## src/rtl/swgbe_oflow_monitor.sv

```systemverilog
// ---------------------------------------------------------------------------
// swgbe_oflow_monitor
//
// Purpose:
//   Watches the 10GbE TX handshake in the user clock domain and condenses it
//   into a single 32-bit status word for the swgbe_oflow software register.
//   The word carries sticky overflow / almost-full flags, a delayed copy of the
//   live overflow level, a saturation flag and two saturating counters
//   (overflow episodes and dropped words). A stretched overflow pulse is also
//   produced for an LED or GPIO.
//
// Parameters:
//   EVT_W      overflow-episode counter width (EVT_W + DROP_W must be 28)
//   DROP_W     dropped-word counter width
//   LED_CYCLES LED stretch length in user_clk cycles (>= 1)
//
// Ports:
//   user_clk     in   1   sole clock, rising edge
//   user_rst     in   1   asynchronous, active-high reset
//   tx_valid     in   1   word presented to the TX core this cycle
//   tx_overflow  in   1   TX FIFO overflow level
//   tx_afull     in   1   TX FIFO almost-full level
//   clr          in   1   software clear level; only its rising edge acts
//   status_word  out  32  {oflow_sticky, afull_sticky, oflow_now, sat,
//                          evt_cnt[EVT_W-1:0], drop_cnt[DROP_W-1:0]}
//   oflow_led    out  1   stretched overflow indicator
// ---------------------------------------------------------------------------
module swgbe_oflow_monitor #(
  parameter int EVT_W      = 12,
  parameter int DROP_W     = 16,
  parameter int LED_CYCLES = 2**20
) (
  input  logic        user_clk,
  input  logic        user_rst,
  input  logic        tx_valid,
  input  logic        tx_overflow,
  input  logic        tx_afull,
  input  logic        clr,
  output logic [31:0] status_word,
  output logic        oflow_led
);

  // The stretch counter only has to hold LED_CYCLES-1.
  localparam int                LED_W    = (LED_CYCLES > 1) ? $clog2(LED_CYCLES) : 1;
  localparam logic [LED_W-1:0]  LED_LOAD = LED_W'(LED_CYCLES - 1);
  localparam logic [EVT_W-1:0]  EVT_MAX  = '1;
  localparam logic [DROP_W-1:0] DROP_MAX = '1;

  // Saturating increment with clear. On a clear the counter restarts from
  // the increment of the same cycle, so a coincident event is not lost.
  function automatic logic [EVT_W-1:0] evt_next(input logic [EVT_W-1:0] cnt,
                                                input logic             inc,
                                                input logic             clear);
    logic [EVT_W-1:0] res;
    res = cnt;
    if (clear) begin
      res = EVT_W'(inc);
    end else if (inc && (cnt != EVT_MAX)) begin
      res = cnt + EVT_W'(1);
    end
    return res;
  endfunction

  function automatic logic [DROP_W-1:0] drop_next(input logic [DROP_W-1:0] cnt,
                                                  input logic              inc,
                                                  input logic              clear);
    logic [DROP_W-1:0] res;
    res = cnt;
    if (clear) begin
      res = DROP_W'(inc);
    end else if (inc && (cnt != DROP_MAX)) begin
      res = cnt + DROP_W'(1);
    end
    return res;
  endfunction

  // Registered state
  logic              r_ovf_q;
  logic              r_clr_q;
  logic              r_oflow_sticky;
  logic              r_afull_sticky;
  logic              r_sat;
  logic [EVT_W-1:0]  r_evt_cnt;
  logic [DROP_W-1:0] r_drop_cnt;
  logic [LED_W-1:0]  r_led_cnt;
  logic              r_led;

  // Next-state terms
  logic              w_ovf_rise;
  logic              w_drop;
  logic              w_clr_rise;
  logic [EVT_W-1:0]  w_evt_nxt;
  logic [DROP_W-1:0] w_drop_nxt;
  logic              w_sat_nxt;
  logic              w_oflow_sticky_nxt;
  logic              w_afull_sticky_nxt;
  logic [LED_W-1:0]  w_led_cnt_nxt;
  logic              w_led_nxt;

  // ovf_q and clr_q reset to 0, so a level already high in the first cycle
  // after reset is seen as a rising edge.
  assign w_ovf_rise = tx_overflow & ~r_ovf_q;
  assign w_drop     = tx_valid & tx_overflow;
  assign w_clr_rise = clr & ~r_clr_q;

  assign w_evt_nxt  = evt_next(r_evt_cnt, w_ovf_rise, w_clr_rise);
  assign w_drop_nxt = drop_next(r_drop_cnt, w_drop, w_clr_rise);

  // sat follows the counters' next values so it rises together with the
  // counter reaching all-ones, and drops on a clear that restarts them.
  assign w_sat_nxt = (r_sat & ~w_clr_rise)
                   | (w_evt_nxt == EVT_MAX)
                   | (w_drop_nxt == DROP_MAX);

  assign w_oflow_sticky_nxt = tx_overflow | (r_oflow_sticky & ~w_clr_rise);
  assign w_afull_sticky_nxt = tx_afull    | (r_afull_sticky & ~w_clr_rise);

  // The LED is lit in the load cycle and for every cycle the counter is still
  // nonzero, giving exactly LED_CYCLES lit cycles; a new rise reloads it.
  always_comb begin
    w_led_cnt_nxt = r_led_cnt;
    if (w_ovf_rise) begin
      w_led_cnt_nxt = LED_LOAD;
    end else if (r_led_cnt != '0) begin
      w_led_cnt_nxt = r_led_cnt - LED_W'(1);
    end
  end

  assign w_led_nxt = w_ovf_rise | (r_led_cnt != '0);

  // Stage boundary: all status and LED state registered on user_clk.
  always_ff @(posedge user_clk or posedge user_rst) begin
    if (user_rst) begin
      r_ovf_q        <= 1'b0;
      r_clr_q        <= 1'b0;
      r_oflow_sticky <= 1'b0;
      r_afull_sticky <= 1'b0;
      r_sat          <= 1'b0;
      r_evt_cnt      <= '0;
      r_drop_cnt     <= '0;
      r_led_cnt      <= '0;
      r_led          <= 1'b0;
    end else begin
      r_ovf_q        <= tx_overflow;
      r_clr_q        <= clr;
      r_oflow_sticky <= w_oflow_sticky_nxt;
      r_afull_sticky <= w_afull_sticky_nxt;
      r_sat          <= w_sat_nxt;
      r_evt_cnt      <= w_evt_nxt;
      r_drop_cnt     <= w_drop_nxt;
      r_led_cnt      <= w_led_cnt_nxt;
      r_led          <= w_led_nxt;
    end
  end

  assign status_word = {r_oflow_sticky, r_afull_sticky, r_ovf_q, r_sat,
                        r_evt_cnt, r_drop_cnt};
  assign oflow_led   = r_led;

endmodule

```

## config.mk

```make
export PLATFORM = sky130hd
export DESIGN_NAME = swgbe_oflow_monitor
export DESIGN_NICKNAME = d
export VERILOG_FILES = /design/src/rtl/swgbe_oflow_monitor.sv
export SDC_FILE = /design/constraint.sdc
export NUM_CORES = 1
export LEC_CHECK = 0
export BUFFER_PORTS_ARGS = -buffer_cell sky130_fd_sc_hd__buf_2
export CAP_MARGIN = 15
export CORE_UTILIZATION = 59
export CTS_BUF_LIST = sky130_fd_sc_hd__clkbuf_8
export CTS_CLUSTER_DIAMETER = 150
export CTS_CLUSTER_SIZE = 28
export DETAILED_ROUTE_END_ITERATION = 10
export PLACE_DENSITY_LB_ADDON = 0.25
export SYNTH_ARGS = -nofsm -noshare
export SYNTH_HDL_FRONTEND = slang
export SYNTH_SLANG_ARGS = --single-unit
```

## constraint.sdc

```tcl
create_clock -name user_clk -period 2.85 [get_ports user_clk]
set_input_delay 0.57 -clock user_clk [delete_from_list [all_inputs] [get_ports user_clk]]
set_output_delay 0.57 -clock user_clk [all_outputs]
set_load 0.1 [all_outputs]
```

==> metrics.yaml, run 1 <==
power:
  cellPowerDensity_mw_per_mm2: 503
  peakVddDrop_mv: 0.325
  total_power_w: 0.00162
  total_leakage_power_nw: 1.28
yosys:
  async_flop_share_pct: 100
  synth_cell_types: 48
  syn_area_per_cell_um2: 9.39
  synth-seq-cells: 54
  synthCells: 306
  synthesis.nets: 315
  yosys_warnings: 0
  synth_flop_cell: "dfrtp_1"
  synth-seq-area-share_pct: 47.0
  synth_edf_count: 0
  synth.cell_area_mm2: 0.00287
global_route:
  grt_start_max_net_pins: 30
  grt_overflow_total: 0
  antenna_found_initial: 0
  grt_first_pass_wirelength_um: 9840
  grtUsageTotal_pct: 24.3
  grt_pass1_vias: 2227
run:
  max_cap_violations: 0
worst_setup_path:
  worst_setup_path_end_kind: "register"
  crit_type: "reg -> reg"
  max_stage_delay_ns: 0.60
  timing.rr.start: "r_evt_cnt[0]"
  cp_cell_sequence: "ha_1 -> nand3_1 -> nor4_2 -> nor2_1 -> mux2_1 -> a31oi_1 -> o31ai_2"
  crit_arrival_ns: 2.67
  r2r_slack_ns: 0.37
  crit_required_ns: 3.04
  cp_slowest_cell: "nor4_2"
  cp-startpoint: "r_evt_cnt[0]"
  path_max_fanout: 8
  critPathTopFamily: "simple AND/OR/NAND/NOR gates"
  critical_path_buf_inv_count: 0
  crit_path_start_kind: "register"
floorplanning:
  start_util_pct: 61.2
  die_area_mm2: 0.00515
  die_h_um: 71.8
  die_w_um: 71.8
  rows: 25
  num_io_pins: 39
  core_area_mm2: 0.00469
sta:
  relSlewSlack_pct: 57.5
  final-max-slew-violation-count: 0
  finalSetupTns_ns: 0
  rsz0062_at_grt: "no"
  fin_hold_ws_ns: 0.317
  period_share_pct: 87.0
  setup_viol: 0
  finalCriticalPeriod_ns: 2.48
  worstMarginPinSlew_ns: 0.632
  max_freq_mhz: 403
  finalClockSkew_ns: 0.00603
  hold_viol_final: 0
cts:
  path_clk_slew_ns: 0.09
  clk_latency_ns: 0.31
  cts_tree: "done"
  cts_max_path_buffers: 2
  numCtsBuffers: 5
  postCtsSetupRepairBufs: 0
  post_cts_resized: 0
  clock-sinks: 54
  hold_buffers: 0
  cts_root_buffer: "clkbuf_8"
  cts_max_level: 2
placement:
  place.port_buffers: 38
  post-dp-hpwl_um: 4240
  dp.cells: 390
  post_dp_cell_area_mm2: 0.00312
  place_congestion: 0.876
layout:
  finalInstanceArea_mm2: 0.00323
  drive_gt1_share_pct: 20.1
  nets: 352
  areaGrowthSynthToFinish_pct: 12.4
  layout.cells.most_common_list: "45 x dfrtp_1, 38 x buf_2, 36 x nand2_1"
  final_cell_count_no_fill: 398
  layout_commonest_cell: "dfrtp_1"
  antennaDiodeCount: 0
routing:
  firstDrtPassIters: 4
  drt_iter0_drc: 152
  wl_per_cell_um: 14.5
  wl_um: 5770
  drc: 0
  vias_per_cell: 5.87
  antenna_left: 0
  vias: 2337
worst_hold_path:
  hold_class: "in -> async"
status:
  outcome: "completed"
cells by family (layout without fill, tap and decap cells):
group | after synthesis | after routing | share of synthesized area (%)
xor gates and xnor gates | 27 | 27 | 8.23
buffers and inverters | 20 | 58 | 3.14
adders and majority gates | 3 | 3 | 1.31
DFF | 54 | 54 | 47.0
muxes | 2 | 2 | 0.740
and+or+nand+nor | 158 | 158 | 29.9
AOI/OAI and AO/OA | 42 | 42 | 9.67
synthesized netlist by cell type (2+ instances only):
library cell | count | area [um2]
a211o_1 | 2 | 17.5
nor2b_1 | 3 | 18.8
nor3_1 | 17 | 85.1
o31ai_1 | 2 | 15.0
or4_1 | 4 | 30.0
or2_1 | 4 | 25.0
clkbuf_1 | 8 | 30.0
nor2_1 | 31 | 116
a21oi_1 | 10 | 50.1
nor4b_1 | 2 | 17.5
nand4b_1 | 3 | 26.3
nand2b_1 | 3 | 18.8
xnor2_1 | 19 | 166
nor3b_1 | 2 | 15.0
nand4_1 | 6 | 37.5
and2_1 | 4 | 25.0
o21ai_1 | 6 | 30.0
ha_1 | 3 | 37.5
o21ai_0 | 7 | 35.0
buf_4 | 4 | 30.0
and3_1 | 3 | 18.8
dfrtp_1 | 54 | 1350
inv_1 | 7 | 26.3
o211ai_1 | 3 | 22.5
nand2_1 | 36 | 135
nor4_1 | 5 | 31.3
xor2_1 | 8 | 70.1
nand3_1 | 14 | 70.1
a21o_1 | 3 | 22.5
a311oi_1 | 3 | 26.3
or3_1 | 11 | 68.8
and4_1 | 3 | 26.3
per-stage QoR:
step / utilization (%) / setup WS, ns
2_1_floorplan: - / 0.00296
3_3_place_gp: 66.5 / 0.421
3_5_place_dp: 66.5 / 0.410
4_1_cts: 68.8 / 0.393
5_1_grt: 68.8 / 0.228
6_report: 68.8 / 0.371
final cells by class:
| class | instances | area [um2] |
|---|---|---|
| clock buffers | 5 | 68.8 |
| clock inverters | 3 | 41.3 |
| fillers | 387 | 1460 |
| inverters | 7 | 26.3 |
| multi-input cells | 232 | 1430 |
| flip-flops and latches | 54 | 1360 |
| well taps | 54 | 67.6 |
| repair buffers | 43 | 228 |
state kept, by name, summed over array words and instances, names as in the netlist:
register,cells
oflow_led,1
r_afull_sticky,1
r_clr_q,1
r_drop_cnt,16
r_evt_cnt,12
r_led_cnt,20
r_oflow_sticky,1
r_ovf_q,1
r_sat,1
worst reg2reg max path, stage by stage, from the launching register on:
cell,delay (ns)
dfrtp_1,0.51
ha_1,0.31
nand3_1,0.15
nor4_2,0.61
nor2_1,0.18
mux2_1,0.36
a31oi_1,0.17
o31ai_2,0.09
final timing paths:
check | endpoint | depth (start not counted)
max in group asynchronous | r_led_cnt[5] | 3
setup / recovery | r_sat | 7
hold reg to reg | r_oflow_sticky | 1
setup reg to reg | r_sat | 7
min in group user_clk | r_clr_q | 1
hold / removal | r_led_cnt[7] | 2
metal layers:
metal  vias up  track usage, %  wire length [um]
met5         -               0                 0
met1      1130            32.4              2730
li1       1158               -                 -
met2        44            40.5              2810
met4         0            7.19                51
met3         5            4.78               184
report_power, final:
part	total, W	internal [W]	switching, W	leakage [nW]
registers	0.000851	0.000804	0.0000465	0.619
clock network	0.000498	0.000259	0.000240	0.0556
logic	0.000275	0.0000659	0.000209	0.603
total	0.00162	0.00113	0.000496	1.28
No activity file was read; power rests on OpenSTA's default activity.
==> inputs of run 2 (changes only) <==
--- a/config.mk
+++ b/config.mk
@@ -12,7 +12,7 @@
 export CTS_CLUSTER_DIAMETER = 150
 export CTS_CLUSTER_SIZE = 28
 export DETAILED_ROUTE_END_ITERATION = 10
-export PLACE_DENSITY_LB_ADDON = 0.25
+export PLACE_DENSITY = 0.81
 export SYNTH_ARGS = -nofsm -noshare
 export SYNTH_HDL_FRONTEND = slang
 export SYNTH_SLANG_ARGS = --single-unit
==> run 2 against run 1 <==
  * Wire length is 2.0% higher
  * First-iteration DRC count grew 41%
  * Via count is 0.17% higher
  * Worst setup slack lost 0.031 ns
  * Sequential cell count stayed put
  * Total power grew 0.94%
  * Sequential share of layout area fell by 0.11 points
  * Sequential power down 0.5%
  * Worst hold slack got worse by 0.015 ns
  * Count of clock-buffer cells in the layout unchanged
  * Cell count decreased by 0.25%
==> metrics.yaml, run 2 (synthesis gave the netlist of run 1 again) <==
cts:
  cts_root_buffer: "clkbuf_8"
  cts_max_path_buffers: 2  # unchanged
  post_cts_resized: 0  # unchanged
  postCtsSetupRepairBufs: 0  # unchanged
  numCtsBuffers: 5  # unchanged
  cts_max_level: 2  # unchanged
  hold_buffers: 0  # unchanged
  path_clk_slew_ns: 0.10  # about the same
  cts_tree: "done"
  clock-sinks: 54  # unchanged
  clk_latency_ns: 0.31  # about the same
routing:
  antenna_left: 0  # unchanged
  vias: 2341  # +0.17%
  vias_per_cell: 5.90  # +0.42%
  drc: 0  # unchanged
  wl_um: 5890  # +2.0%
  drt_iter0_drc: 215  # +41%
  wl_per_cell_um: 14.8  # +2.2%
  firstDrtPassIters: 4  # unchanged
floorplanning:
  num_io_pins: 39  # unchanged
  rows: 25  # unchanged
  die_area_mm2: 0.00515  # unchanged
  core_area_mm2: 0.00469  # unchanged
  start_util_pct: 61.2  # unchanged
  die_w_um: 71.8  # unchanged
  die_h_um: 71.8  # unchanged
power:
  peakVddDrop_mv: 0.409  # +26%
  p_clk_share_pct: 31.4  # +0.7 points
  total_leakage_power_nw: 1.27  # -0.42%
  pwr-share-comb_pct: 16.9  # about the same
  switching_power_w: 0.000507  # +2.3%
  total_power_w: 0.00164  # +0.94%
  p_int_w: 0.00113  # +0.36%
  swShare_pct: 30.9  # +0.40 points
  seqPwrFrac_pct: 51.7  # -0.7 points
  cellPowerDensity_mw_per_mm2: 507  # +0.67%
run:
  max_cap_violations: 0  # unchanged
global_route:
  grt_first_pass_wirelength_um: 9660  # -1.8%
  antenna_found_initial: 0  # unchanged
  grtUsageTotal_pct: 23.6  # -0.65 points
  grt_overflow_total: 0  # unchanged
  grt_pass1_vias: 2161  # -3.0%
  grt_start_max_net_pins: 31  # +3.3%
worst_setup_path:
  critical_path_buf_inv_count: 0  # unchanged
  max_stage_delay_ns: 0.51  # -0.09 ns
  worst_setup_path_end_kind: "register"
  crit_type: "reg -> reg"
  cp_slowest_cell: "nor4_4"
  crit_required_ns: 3.07  # +0.03 ns
  cp_cell_sequence: "ha_1 -> nand3_1 -> nor4_4 -> or2_1 -> xor2_1 -> or4_1 -> o31ai_2"
  crit_path_start_kind: "register"
  critPathTopFamily: "simple AND/OR/NAND/NOR gates"
  crit_arrival_ns: 2.73  # +0.06 ns
  path_max_fanout: 9  # +1
sta:
  max_freq_mhz: 398  # -1.2%
  rsz0062_at_grt: "no"
  worstMarginPinSlew_ns: 0.576  # -0.0559 ns
  finalClockSkew_ns: 0.0118  # +0.00573 ns
  relSlewSlack_pct: 61.5  # +4.0 points
  period_share_pct: 88.1  # +1.1 points
  finalCriticalPeriod_ns: 2.51  # +0.0308 ns
  setup_viol: 0  # unchanged
  final-max-slew-violation-count: 0  # unchanged
  finalSetupTns_ns: 0  # unchanged
  hold_viol_final: 0  # unchanged
  setup_ws_ns: 0.340  # -0.0308 ns
layout:
  multi_input_area_mm2: 0.00143  # unchanged
  top_register: "r_led_cnt"
  nets: 351  # -0.28%
  seqCellArea_mm2: 0.00136  # unchanged
  layout_commonest_cell: "dfrtp_1"
  drive_gt1_share_pct: 20.1  # +0.058 points
  areaGrowthSynthToFinish_pct: 12.7
  antennaDiodeCount: 0  # unchanged
  largest_reg_flops: 20  # unchanged
  layout.cells.most_common_list: "45 x dfrtp_1, 38 x buf_2, 36 x nand2_1"
  biggestRegsByFlops: "r_led_cnt x20, r_drop_cnt x16, r_evt_cnt x12"
  fillers: 382  # -1.3%
placement:
  place.port_buffers: 38  # unchanged
  place_congestion: 0.898  # +2.5%
  post-dp-hpwl_um: 4110  # -3.1%
  post-place-ws_ns: 0.436  # +0.0254 ns
status:
  outcome: "completed"
worst_hold_path:
  hold_class: "in -> async"
==> run 2: worst paths after layout <==
check	startpoint	to	slack, ns	depth (start not counted)
min	user_rst	r_evt_cnt[0]	0.30	2
min in group user_clk	clr	r_clr_q	0.39	1
max reg2reg	r_drop_cnt[0]	r_sat	0.34	7
max in group asynchronous	user_rst	r_led_cnt[8]	2.01	3
min reg2reg	r_afull_sticky	r_afull_sticky	0.48	1
max	r_drop_cnt[0]	r_sat	0.34	7
==> run 2: layer usage <==
metal / wire length [um] / share of wire (%) / up-vias / GRT usage, %
met1: 2760 / 47 / 1107 / 32.7
li1: - / - / 1157 / -
met4: 52 / 0.88 / 0 / 7.84
met3: 293 / 5.0 / 5 / 4.36
met5: 0 / 0 / - / 0
met2: 2790 / 47 / 72 / 37.8
==> run 2: through the flow <==
stage | std cells | hold slack (ns) | area [um2] | util (%)
after floorplan | 306 | 0.450 | 2880 | -
after global placement | 389 | 0.455 | 3120 | 66.6
after detailed placement | 389 | 0.460 | 3120 | 66.6
after CTS | 397 | 0.309 | 3240 | 69.0
after global routing | 397 | 0.336 | 3240 | 69.0
final | 397 | 0.301 | 3240 | 69.0
==> run 2: area by class of cell <==
type	count	area share, %
Tap cell	54	2.09
Timing Repair Buffer	42	7.19
Multi-Input combinational cell	232	44.3
Clock inverter	3	1.39
Sequential cell	54	42.1
Clock buffer	5	2.13
Inverter	7	0.812
==> run 2: worst reg2reg max path: cells and delay by family, from the launching register on <==
family | cells | cell delay (ns)
and+or+nand+nor | 4 | 1.39
DFF | 1 | 0.42
adders and majority gates | 1 | 0.25
AOI/OAI and AO/OA | 1 | 0.25
xor gates and xnor gates | 1 | 0.11
==> run 2: power by group through the flow <==
| stage | clock [W] | sequential, W | combinational [W] |
|---|---|---|---|
| after CTS | 0.000528 | 0.000847 | 0.000279 |
| final | 0.000515 | 0.000847 | 0.000277 |
| after global routing | 0.000557 | 0.000853 | 0.000298 |
| after floorplan | 0 | 0.000953 | 0.000129 |
| after global placement | 0 | 0.000859 | 0.000274 |
| after detailed placement | 0 | 0.000862 | 0.000278 |
